===== config.mk =====
export PLATFORM = sky130hd
export DESIGN_NAME = pipeline_ctrl_flat
export DESIGN_NICKNAME = d
export VERILOG_FILES = /design/src/rtl/pipeline_ctrl_pkg.sv /design/src/rtl/pipeline_ctrl_if.sv /design/src/rtl/sat_counter16.sv /design/src/rtl/pipeline_ctrl.sv /design/src/flat_wrapper.sv
export SDC_FILE = /design/constraint.sdc
export NUM_CORES = 1
export LEC_CHECK = 0
export CELL_PAD_IN_SITES_DETAIL_PLACEMENT = 1
export CELL_PAD_IN_SITES_GLOBAL_PLACEMENT = 2
export CORE_MARGIN = 8
export CORE_UTILIZATION = 29
export DETAILED_ROUTE_END_ITERATION = 8
export PLACE_DENSITY = 0.89
export SLEW_MARGIN = 20
export SYNTH_ARGS = -nofsm -noshare
export SYNTH_HDL_FRONTEND = slang
export SYNTH_SLANG_ARGS = --single-unit

===== constraint.sdc =====
create_clock -name clk -period 2.9 [get_ports clk]
set_input_delay 0.435 -clock clk [delete_from_list [all_inputs] [get_ports clk]]
set_output_delay 0.435 -clock clk [all_outputs]
set_load 0.02 [all_outputs]

===== src/rtl/pipeline_ctrl_pkg.sv =====
// Shared types and constants for the pipeline hazard/stall controller.
package pipeline_ctrl_pkg;

  localparam int unsigned TIMEOUT_CYCLES_DEF = 16;
  localparam int unsigned REG_W              = 5;
  localparam int unsigned WAIT_W             = 8;
  localparam int unsigned CNT_W              = 16;
  localparam logic [REG_W-1:0] REG_ZERO      = REG_W'(0);

  typedef enum logic {
    ST_RUN      = 1'b0,
    ST_MEM_WAIT = 1'b1
  } state_e;

  // Pipeline control vector, MSB first
  typedef struct packed {
    logic pc_write;
    logic ifid_write;
    logic idex_write;
    logic exmem_write;
    logic memwb_write;
    logic ifid_flush;
    logic idex_flush;
    logic exmem_flush;
    logic pc_src;
    logic dmem_req;
  } ctl_t;

endpackage


===== src/rtl/pipeline_ctrl_if.sv =====
// Hazard inputs from the pipeline buffers and the control/perf outputs back to it.
interface pipeline_ctrl_if;
  import pipeline_ctrl_pkg::*;

  logic [REG_W-1:0] i_ifid_rs;
  logic [REG_W-1:0] i_ifid_rt;
  logic             i_idex_memRead;
  logic [REG_W-1:0] i_idex_rt;
  logic             i_exmem_branch;
  logic             i_exmem_zf;
  logic             i_exmem_memRead;
  logic             i_exmem_memWrite;
  logic             i_dmem_ready;

  logic             o_pc_write;
  logic             o_ifid_write;
  logic             o_idex_write;
  logic             o_exmem_write;
  logic             o_memwb_write;
  logic             o_ifid_flush;
  logic             o_idex_flush;
  logic             o_exmem_flush;
  logic             o_pc_src;
  logic             o_dmem_req;
  logic             o_mem_timeout;
  logic [CNT_W-1:0] o_stall_count;
  logic [CNT_W-1:0] o_flush_count;

  modport master (
    output i_ifid_rs, i_ifid_rt, i_idex_memRead, i_idex_rt, i_exmem_branch,
           i_exmem_zf, i_exmem_memRead, i_exmem_memWrite, i_dmem_ready,
    input  o_pc_write, o_ifid_write, o_idex_write, o_exmem_write, o_memwb_write,
           o_ifid_flush, o_idex_flush, o_exmem_flush, o_pc_src, o_dmem_req,
           o_mem_timeout, o_stall_count, o_flush_count
  );

  modport slave (
    input  i_ifid_rs, i_ifid_rt, i_idex_memRead, i_idex_rt, i_exmem_branch,
           i_exmem_zf, i_exmem_memRead, i_exmem_memWrite, i_dmem_ready,
    output o_pc_write, o_ifid_write, o_idex_write, o_exmem_write, o_memwb_write,
           o_ifid_flush, o_idex_flush, o_exmem_flush, o_pc_src, o_dmem_req,
           o_mem_timeout, o_stall_count, o_flush_count
  );

endinterface


===== src/rtl/sat_counter16.sv =====
// 16-bit up counter with synchronous clear that sticks at all-ones.
module sat_counter16
  import pipeline_ctrl_pkg::*;
(
  input  logic             clk,
  input  logic             clr,
  input  logic             en,
  output logic [CNT_W-1:0] count
);

  always_ff @(posedge clk) begin
    if (clr) begin
      count <= '0;
    end else if (en && (count != '1)) begin
      count <= count + CNT_W'(1);
    end
  end

endmodule


===== src/rtl/pipeline_ctrl.sv =====
// Pipeline stall/flush controller: memory freeze with timeout, branch flush,
// load-use stall, plus saturating stall/flush performance counters.
module pipeline_ctrl
  import pipeline_ctrl_pkg::*;
#(
  parameter int unsigned TIMEOUT_CYCLES = TIMEOUT_CYCLES_DEF
) (
  input  logic           clk,
  input  logic           rst,
  pipeline_ctrl_if.slave bus
);

  localparam logic [WAIT_W-1:0] WAIT_LAST = WAIT_W'(TIMEOUT_CYCLES - 1);

  state_e            state_q, state_d;
  logic [WAIT_W-1:0] wait_q, wait_d;
  logic              timeout_q, timeout_d;
  logic              mem, tmo_hit, freeze, branch_taken, load_use;
  logic              stall_en, flush_en;
  ctl_t              ctl;

  // Hazard classification; the timed-out wait cycle is treated as not frozen
  always_comb begin
    mem          = bus.i_exmem_memRead | bus.i_exmem_memWrite;
    tmo_hit      = (state_q == ST_MEM_WAIT) && mem && !bus.i_dmem_ready &&
                   (wait_q == WAIT_LAST);
    freeze       = mem && !bus.i_dmem_ready && !tmo_hit;
    branch_taken = !freeze && bus.i_exmem_branch && bus.i_exmem_zf;
    load_use     = !freeze && !branch_taken && bus.i_idex_memRead &&
                   (bus.i_idex_rt != REG_ZERO) &&
                   ((bus.i_idex_rt == bus.i_ifid_rs) || (bus.i_idex_rt == bus.i_ifid_rt));
  end

  // Next state and Mealy control outputs
  always_comb begin
    state_d      = state_q;
    wait_d       = '0;
    timeout_d    = timeout_q | tmo_hit;
    ctl          = '0;
    ctl.dmem_req = mem;

    case (state_q)
      ST_RUN: begin
        if (freeze) begin
          state_d = ST_MEM_WAIT;
          wait_d  = WAIT_W'(1);
        end
      end
      ST_MEM_WAIT: begin
        if (freeze) begin
          wait_d = wait_q + WAIT_W'(1);
        end else begin
          state_d = ST_RUN;
        end
      end
      default: state_d = ST_RUN;
    endcase

    if (!freeze) begin
      ctl.pc_write    = 1'b1;
      ctl.ifid_write  = 1'b1;
      ctl.idex_write  = 1'b1;
      ctl.exmem_write = 1'b1;
      ctl.memwb_write = 1'b1;
      if (branch_taken) begin
        ctl.pc_src      = 1'b1;
        ctl.ifid_flush  = 1'b1;
        ctl.idex_flush  = 1'b1;
        ctl.exmem_flush = 1'b1;
      end else if (load_use) begin
        ctl.pc_write   = 1'b0;
        ctl.ifid_write = 1'b0;
        ctl.idex_flush = 1'b1;
      end
    end

    // Reset forces bubbles everywhere and holds all stages
    if (rst) begin
      ctl             = '0;
      ctl.ifid_flush  = 1'b1;
      ctl.idex_flush  = 1'b1;
      ctl.exmem_flush = 1'b1;
    end
  end

  always_ff @(posedge clk) begin
    if (rst) begin
      state_q   <= ST_RUN;
      wait_q    <= '0;
      timeout_q <= 1'b0;
    end else begin
      state_q   <= state_d;
      wait_q    <= wait_d;
      timeout_q <= timeout_d;
    end
  end

  assign stall_en = !rst && !ctl.pc_write;
  assign flush_en = !rst && branch_taken;

  sat_counter16 u_stall_cnt (
    .clk   (clk),
    .clr   (rst),
    .en    (stall_en),
    .count (bus.o_stall_count)
  );

  sat_counter16 u_flush_cnt (
    .clk   (clk),
    .clr   (rst),
    .en    (flush_en),
    .count (bus.o_flush_count)
  );

  assign bus.o_pc_write    = ctl.pc_write;
  assign bus.o_ifid_write  = ctl.ifid_write;
  assign bus.o_idex_write  = ctl.idex_write;
  assign bus.o_exmem_write = ctl.exmem_write;
  assign bus.o_memwb_write = ctl.memwb_write;
  assign bus.o_ifid_flush  = ctl.ifid_flush;
  assign bus.o_idex_flush  = ctl.idex_flush;
  assign bus.o_exmem_flush = ctl.exmem_flush;
  assign bus.o_pc_src      = ctl.pc_src;
  assign bus.o_dmem_req    = ctl.dmem_req;
  assign bus.o_mem_timeout = timeout_q;

endmodule


===== src/flat_wrapper.sv =====
// flat-port wrapper written by rule: the top's interface ports become plain ports
module pipeline_ctrl_flat import pipeline_ctrl_pkg::*;
#(
  parameter int unsigned TIMEOUT_CYCLES = TIMEOUT_CYCLES_DEF
)
  (clk, rst, bus_i_ifid_rs, bus_i_ifid_rt, bus_i_idex_memRead, bus_i_idex_rt, bus_i_exmem_branch, bus_i_exmem_zf, bus_i_exmem_memRead, bus_i_exmem_memWrite, bus_i_dmem_ready, bus_o_pc_write, bus_o_ifid_write, bus_o_idex_write, bus_o_exmem_write, bus_o_memwb_write, bus_o_ifid_flush, bus_o_idex_flush, bus_o_exmem_flush, bus_o_pc_src, bus_o_dmem_req, bus_o_mem_timeout, bus_o_stall_count, bus_o_flush_count);
  pipeline_ctrl_if bus_i ();
  input  logic clk;
  input  logic rst;
  input wire logic [$bits(bus_i.i_ifid_rs)-1:0] bus_i_ifid_rs;
  input wire logic [$bits(bus_i.i_ifid_rt)-1:0] bus_i_ifid_rt;
  input wire logic [$bits(bus_i.i_idex_memRead)-1:0] bus_i_idex_memRead;
  input wire logic [$bits(bus_i.i_idex_rt)-1:0] bus_i_idex_rt;
  input wire logic [$bits(bus_i.i_exmem_branch)-1:0] bus_i_exmem_branch;
  input wire logic [$bits(bus_i.i_exmem_zf)-1:0] bus_i_exmem_zf;
  input wire logic [$bits(bus_i.i_exmem_memRead)-1:0] bus_i_exmem_memRead;
  input wire logic [$bits(bus_i.i_exmem_memWrite)-1:0] bus_i_exmem_memWrite;
  input wire logic [$bits(bus_i.i_dmem_ready)-1:0] bus_i_dmem_ready;
  output wire logic [$bits(bus_i.o_pc_write)-1:0] bus_o_pc_write;
  output wire logic [$bits(bus_i.o_ifid_write)-1:0] bus_o_ifid_write;
  output wire logic [$bits(bus_i.o_idex_write)-1:0] bus_o_idex_write;
  output wire logic [$bits(bus_i.o_exmem_write)-1:0] bus_o_exmem_write;
  output wire logic [$bits(bus_i.o_memwb_write)-1:0] bus_o_memwb_write;
  output wire logic [$bits(bus_i.o_ifid_flush)-1:0] bus_o_ifid_flush;
  output wire logic [$bits(bus_i.o_idex_flush)-1:0] bus_o_idex_flush;
  output wire logic [$bits(bus_i.o_exmem_flush)-1:0] bus_o_exmem_flush;
  output wire logic [$bits(bus_i.o_pc_src)-1:0] bus_o_pc_src;
  output wire logic [$bits(bus_i.o_dmem_req)-1:0] bus_o_dmem_req;
  output wire logic [$bits(bus_i.o_mem_timeout)-1:0] bus_o_mem_timeout;
  output wire logic [$bits(bus_i.o_stall_count)-1:0] bus_o_stall_count;
  output wire logic [$bits(bus_i.o_flush_count)-1:0] bus_o_flush_count;
  assign bus_i.i_ifid_rs = bus_i_ifid_rs;
  assign bus_i.i_ifid_rt = bus_i_ifid_rt;
  assign bus_i.i_idex_memRead = bus_i_idex_memRead;
  assign bus_i.i_idex_rt = bus_i_idex_rt;
  assign bus_i.i_exmem_branch = bus_i_exmem_branch;
  assign bus_i.i_exmem_zf = bus_i_exmem_zf;
  assign bus_i.i_exmem_memRead = bus_i_exmem_memRead;
  assign bus_i.i_exmem_memWrite = bus_i_exmem_memWrite;
  assign bus_i.i_dmem_ready = bus_i_dmem_ready;
  assign bus_o_pc_write = bus_i.o_pc_write;
  assign bus_o_ifid_write = bus_i.o_ifid_write;
  assign bus_o_idex_write = bus_i.o_idex_write;
  assign bus_o_exmem_write = bus_i.o_exmem_write;
  assign bus_o_memwb_write = bus_i.o_memwb_write;
  assign bus_o_ifid_flush = bus_i.o_ifid_flush;
  assign bus_o_idex_flush = bus_i.o_idex_flush;
  assign bus_o_exmem_flush = bus_i.o_exmem_flush;
  assign bus_o_pc_src = bus_i.o_pc_src;
  assign bus_o_dmem_req = bus_i.o_dmem_req;
  assign bus_o_mem_timeout = bus_i.o_mem_timeout;
  assign bus_o_stall_count = bus_i.o_stall_count;
  assign bus_o_flush_count = bus_i.o_flush_count;
  pipeline_ctrl #(.TIMEOUT_CYCLES(TIMEOUT_CYCLES)) u_core (.clk(clk), .rst(rst), .bus(bus_i));
endmodule

==> key figures <==
Outcome
  – Status: complete, no violations

Power and ir drop
  – Sw Ratio: 26.01%
  – Clock share of power: 35.2%
  – Pwr/cell area: 373.8 nW/um2
  – Pleak: 1.043 nW
  – Worst VDD drop: 184.7 uV
  – P_int: 0.8514 mW
  – Comb pwr share: 13.5%
  – Sequential power share: 51.2%
  – Switch Pwr: 0.2993 mW

Routing
  – Via count: 2176
  – Drt pass-1 iters: 4
  – Total wire length: 6.642 mm
  – DRT iter0 DRCs: 45
  – DR vias/cell: 4.968
  – Post-route ant nets: 0
  – Drt wl/cell: 15.16 um
  – Drt drc: 0

Clock network
  – Hold-fix buffers, CTS: 0
  – Clock sinks: 42
  – Clk slew on worst S/H paths: 0.09 ns
  – H-tree levels: 2
  – Clock buffer depth: 2
  – CTS tree: built
  – Clock Tree Root: clkbuf_8
  – CTS Buf Count: 5
  – Worst-skew pair later-pin latency: 0.30 ns

Floorplan
  – Num rows: 31
  – Die area: 10590 um2
  – Chip width: 102.9 um
  – Core area: 7292 um2
  – I/O Pins: 66
  – Initial Utilization: 30.04%
  – Die H: 102.9 um

Worst setup path
  – Cell Chain, Critical Path: or4b_4 > o31a_1 > nor2_1 > and2_1 > dlygate4sd2_1
  – Crit start category: flop
  – Worst Setup End Kind: primary output
  – WP buf/inv: 1
  – CP Class: reg -> out
  – Cell family with most CP delay: simple AND/OR/NAND/NOR gates
  – Slowest cell on crit path: or4b_4
  – Crit path max fanout: 5
  – Worst EP required: 2.47 ns
  – Worst EP arrival: 2.20 ns
  – Worst path max stage delay: 0.51 ns

STA
  – Layout Skew: 0.008535 ns
  – Slew Viols, Final: 0
  – Fin. Hold Viols: 0
  – Maximum clock rate: 0.3789 GHz
  – Setup TNS: 0 ns
  – Worst slew pin tran: 0.4235 ns
  – Fin Hold WS: 0.4829 ns
  – Tmin final: 2.640 ns
  – RSZ-0062 raised after global routing: no
  – Relative slew slack: 71.76%
  – Fin crit share: 91.02%
  – Final setup violating endpoints: 0

Synthesis
  – Post-synthesis sequential area ratio: 38.38%
  – Dominant cells by area after synthesis: dfxtp_1 (38%), xnor2_1 (8.4%), nor2_1 (6.0%), nand3_1 (4.6%), nand2_1 (3.9%)
  – Post-synth top cells: dfxtp_1 (42), nor2_1 (35), nand2_1 (23)
  – Post-synth top area cell: dfxtp_1
  – Prevailing post-synth register cell: dfxtp_1
  – Post-Synthesis Cell Area: 2191 um2
  – Yosys warns: 0
  – Post-synth top area share: 38.38%
  – Synth cell types: 43
  – #FFs+latches synth: 42
  – Post-Syn Nets: 291
  – Synthesized area per cell: 8.267 um2
  – Synthesized instance count: 265
  – EDFF count, synth: 0
  – FFs w/ async S/R, synth: 0%
  – Count leader, synth: dfxtp_1

Finish
  – Fin nets: 364
  – Finished Layout Cells: 438
  – Design Area, Final: 3078 um2
  – Synthesis-to-finish area growth: 40.49%
  – Proportion of layout cells with a drive suffix above 1: 8.850%
  – Ant. Diodes: 0

Place
  – PortBufs: 65
  – Post-DP Area: 2990 um2
  – GP Congestion: 0.7602
  – Placed insts: 430
  – DP Wirelength: 5.224 mm

Global route
  – Global-route wire length before repair: 11.07 mm
  – Gr ovfl total: 0
  – GRT Total Usage: 13.22%
  – Initial antenna violation count: 0
  – Vias in the first global route: 2245
  – Largest net degree at the start of global routing: 17

Run
  – Max_cap viols: 0

Min path
  – Worst hold path class: reg -> reg
-- registers in the layout, summed over array words and instances, names as in the netlist --
signal and cells:
u_core.u_flush_cnt.count 16, u_core.u_stall_cnt.count 16, u_core.wait_q 8, u_core.bus.o_mem_timeout 1
u_core.state_q 1
-- cells by family after synthesis --
kind of cell / after synthesis / share of synthesized area [%]
buf+inv: 15 / 3.484
flops: 42 / 38.38
simple gates: 128 / 30.33
xor+xnor: 29 / 11.59
mux: 2 / 0.9138
compound gates: 46 / 13.59
fa+ha+maj: 3 / 1.713
-- placed cells by master (no fill, tap or decap), types with 5 or more instances in the layout --
master / netlist / layout
or3_1: 13 / 13
nand4_1: 6 / 6
clkdlybuf4s50_1: 0 / 56
nor3_1: 6 / 6
buf_4: 5 / 11
and3_1: 9 / 9
o21ai_0: 11 / 10
dlygate4sd2_1: 0 / 8
a21oi_1: 17 / 17
dfxtp_1: 42 / 42
clkbuf_8: 0 / 6
inv_1: 5 / 5
xnor2_1: 21 / 21
nand2_1: 23 / 23
nor2_1: 35 / 35
xor2_1: 8 / 8
nand3_1: 20 / 20
-- final cells by class --
cell class | instances | area [um2]
clock buffers | 6 | 82.58
well taps | 99 | 123.9
fillers | 900 | 4214
repair buffers | 76 | 725.7
multi-input cells | 208 | 1274
inverters | 5 | 18.77
clock inverters | 2 | 12.51
flip-flops and latches | 42 | 840.8
-- what timing repair did --
item                       4_1_cts  5_1_grt
setup endpoints to repair        8        1
buffers inserted                 0        0
gates resized for setup          9        1
-- power groups by stage --
stage | logic [mW] | registers [mW] | clock network (mW)
finish | 0.156 | 0.589 | 0.406
global route | 0.169 | 0.591 | 0.448
CTS | 0.158 | 0.589 | 0.418
detailed placement | 0.163 | 0.603 | 0
global placement | 0.160 | 0.602 | 0
floorplan | 0.0769 | 0.605 | 0
-- metrics by stage --
stage	utilization [%]	power, mW	worst slack, ns
floorplan	-	0.6822	0.3899
global placement	41.01	0.7619	0.03559
detailed placement	41.01	0.7658	-0.01091
CTS	42.18	1.166	0.01831
global route	42.21	1.207	0.1541
finish	42.21	1.151	0.2605
-- tightest hold or removal path, delay by kind of cell, from the launching register on --
family,cells,cell delay [ns]
flops,1,0.33
buf+inv,1,0.05
compound gates,1,0.05
-- worst paths after layout --
| kind | start | to | slack [ns] | cells past startpoint |
|---|---|---|---|---|
| setup / recovery | u_core.state_q | bus_o_pc_write | 0.26 | 5 |
| hold / removal | u_core.u_stall_cnt.count[12] | u_core.u_stall_cnt.count[12] | 0.48 | 2 |
| setup reg to reg | u_core.wait_q[0] | u_core.u_flush_cnt.count[5] | 0.72 | 8 |
| hold reg to reg | u_core.u_stall_cnt.count[12] | u_core.u_stall_cnt.count[12] | 0.48 | 2 |
-- routing by layer --
metal	global-route usage, %	wire length (um)	vias up
met5	0	0	-
met4	3.003	41	0
met3	4.186	330	2
met2	23.23	3404	31
met1	15.19	2865	1058
li1	-	-	1085
Note: power is estimated with default switching activity, not from simulation.
==> variant: new RTL, config.mk and constraints unchanged <==
Change the package constant `CNT_W` from 16 to 14.
--- a/src/rtl/pipeline_ctrl_pkg.sv
+++ b/src/rtl/pipeline_ctrl_pkg.sv
@@ -4,7 +4,7 @@
   localparam int unsigned TIMEOUT_CYCLES_DEF = 16;
   localparam int unsigned REG_W              = 5;
   localparam int unsigned WAIT_W             = 8;
-  localparam int unsigned CNT_W              = 16;
+  localparam int unsigned CNT_W              = 14;
   localparam logic [REG_W-1:0] REG_ZERO      = REG_W'(0);
 
   typedef enum logic {
Ports: changed (resized bus_o_flush_count and bus_o_stall_count); port bits go from 66 to 62. The function was not compared with the original's and may differ.
==> variant against the unedited design <==
  * Synthesized cell count down 10%
  * Largest cell class unchanged
  * Non-clock buffer count down 1
  * Sequential cell count down 4
  * Critical endpoint is now bus_o_idex_write
  * Design area down 4.1%
  * Routed wire length down 10%
  * Setup slack worse by 120 ps
  * Highest routed layer unchanged
  * Sequential share of layout area down 1.6 points
  * Synthesized area down 4.9%
  * Total power down 1.2%
  * Hold slack worse by 4.3 ps
  * Critical path type unchanged
==> variant: results <==
[run_status]
result_of_the_run = finished, final reports clean

[drt]
dr_total_vias = 1895
drt_iter0_markers = 34
finalWirelength_mm = 5.96
dr_pass1_iterations = 4

[cts]
htree_num_levels = 2
cts.reportedPaths.clkPinSlew_ps = 80

[grt]
pin_count_of_the_biggest_net_entering_global_routing = 20
groute.usage.overall = 0.120
first_global_vias = 2016
grt_first_pass_wirelength_mm = 9.79

[critical_path]
rr_worst_depth = 9
worst-endpoint-arrival_ps = 2320
worstReg2RegEnd = u_core.u_flush_cnt.count[13]
slowest_delay_ps = 610
critPathTopFamily = buffers and inverters
timing.critical_path.slowest_stage_cell = clkdlybuf4s50_1
rrSetupSlack_ps = 690

[place]
place_ws_ps = -20.6
gp_congestion = 0.751
detailed_place_hpwl_mm = 4.69
place.port_buffers = 61

[yosys]
ys_top_cells_by_count = dfxtp_1 (38), nor2_1 (38), nand3_1 (24), xor2_1 (24), and3_1 (18)
syn_nets = 264
postSynth.asyncResetShare = 0
yosys-top-cells-area = dfxtp_1 (36%), xor2_1 (10%), nor2_1 (6.8%), nand3_1 (5.8%), and3_1 (5.4%)
portion_of_the_post_synthesis_area_used_by_sequential_elements = 0.365
synth.yosys.warnings = 0

[sta]
timing.clock.skew_ps = 6.47
worst_slew_pin_slew_ps = 512

[final_layout]
post_route_cells_drive_above_1_share = 0.117
layout_top_registers = u_core.u_flush_cnt.count (14), u_core.u_stall_cnt.count (14), u_core.wait_q (8)
num-nets-final = 333

[worst_hold_path]
hold-path-endpoint = u_core.bus.o_mem_timeout
holdCritPathClass = register to register
timing.hold.worst.start = u_core.bus.o_mem_timeout

[power]
internal-power_uw = 862
power.leakage_uw = 0.00115
worst_ir_drop_vdd_mv = 0.193

[floorplanning]
floorplan.core_area_um2 = 7100
[variant: changes by cell type in the layout (fill, tap and decap cells not counted), sizes merged, moves of 4 or more]
cell	delta
and3	+9
nand2b	+5
dfxtp	-4
nand2	-17
or3	-8
nor2b	+4
nand3	+4
mux2	+5
dlygate4sd2	-5
xor2	+16
xnor2	-17
o21ai	-10
a21oi	-14
[variant: area by class of cell]
| type | count | area (um^2) |
|---|---|---|
| clock buffers | 7 | 76.3 |
| clock inverters | 1 | 30.0 |
| fillers | 835 | 4150 |
| inverters | 3 | 11.3 |
| multi-input cells | 184 | 1240 |
| flip-flops and latches | 38 | 761 |
| well taps | 99 | 124 |
| repair buffers | 75 | 712 |
[variant: metal layers]
metal  track usage  part of all wire  vias up
met2         0.206              0.49       33
met3        0.0283             0.036        5
met4        0.0349            0.0094        0
li1              -                 -      966
met1         0.145              0.46      891
met5             0                 0        -
[variant: power groups by stage]
stage / registers (uW) / logic (uW) / clock network, uW
6_report: 532 / 156 / 449
5_1_grt: 533 / 169 / 498
4_1_cts: 532 / 159 / 469
3_5_place_dp: 544 / 161 / 0
3_3_place_gp: 543 / 158 / 0
2_1_floorplan: 545 / 72.4 / 0
[variant: how the worst max path moves through the flow]
stage / slack [ps] / depth (start not counted) / from / endpoint
global placement: 20 / 6 / bus_i_idex_rt[0] / bus_o_pc_write
CTS: 60 / 7 / u_core.wait_q[0] / bus_o_idex_write
detailed placement: -20 / 6 / bus_i_idex_rt[0] / bus_o_ifid_write
global route: 40 / 7 / u_core.wait_q[0] / bus_o_idex_write
finish: 140 / 7 / u_core.wait_q[0] / bus_o_idex_write
floorplan: 560 / 7 / u_core.wait_q[0] / bus_o_pc_write
[variant: cell families after synthesis]
family,after synthesis,synth area share
xor+xnor,28,0.118
mux,10,0.0546
flops,38,0.365
simple gates,121,0.310
buf+inv,16,0.0414
fa+ha+maj,3,0.0180
compound gates,22,0.0930
[variant: repair_timing]
action,in CTS,in global routing
cloned,0,0
endpoints found under the setup margin,3,3
gates resized for setup,3,1
pin swaps,0,0
[variant: through the flow]
step | instances | total power, uW | setup TNS [ps] | area, um^2 | hold WS [ps]
finish | 407 | 1140 | 0 | 2950 | 479
global route | 407 | 1200 | 0 | 2950 | 511
CTS | 407 | 1160 | 0 | 2950 | 481
detailed placement | 399 | 705 | -53.4 | 2850 | 462
global placement | 399 | 701 | 0 | 2850 | 464
floorplan | 238 | 618 | 0 | 2080 | 449
[variant: worst reg2reg max path, cell delays in order, from the launching register on]
cell and delay, ps:
dfxtp_1 380, ha_1 200, and3_2 250, a31oi_2 120, buf_4 170, nor3_4 220, buf_4 240, nand2_2 90
or3_1 370, a21oi_1 120
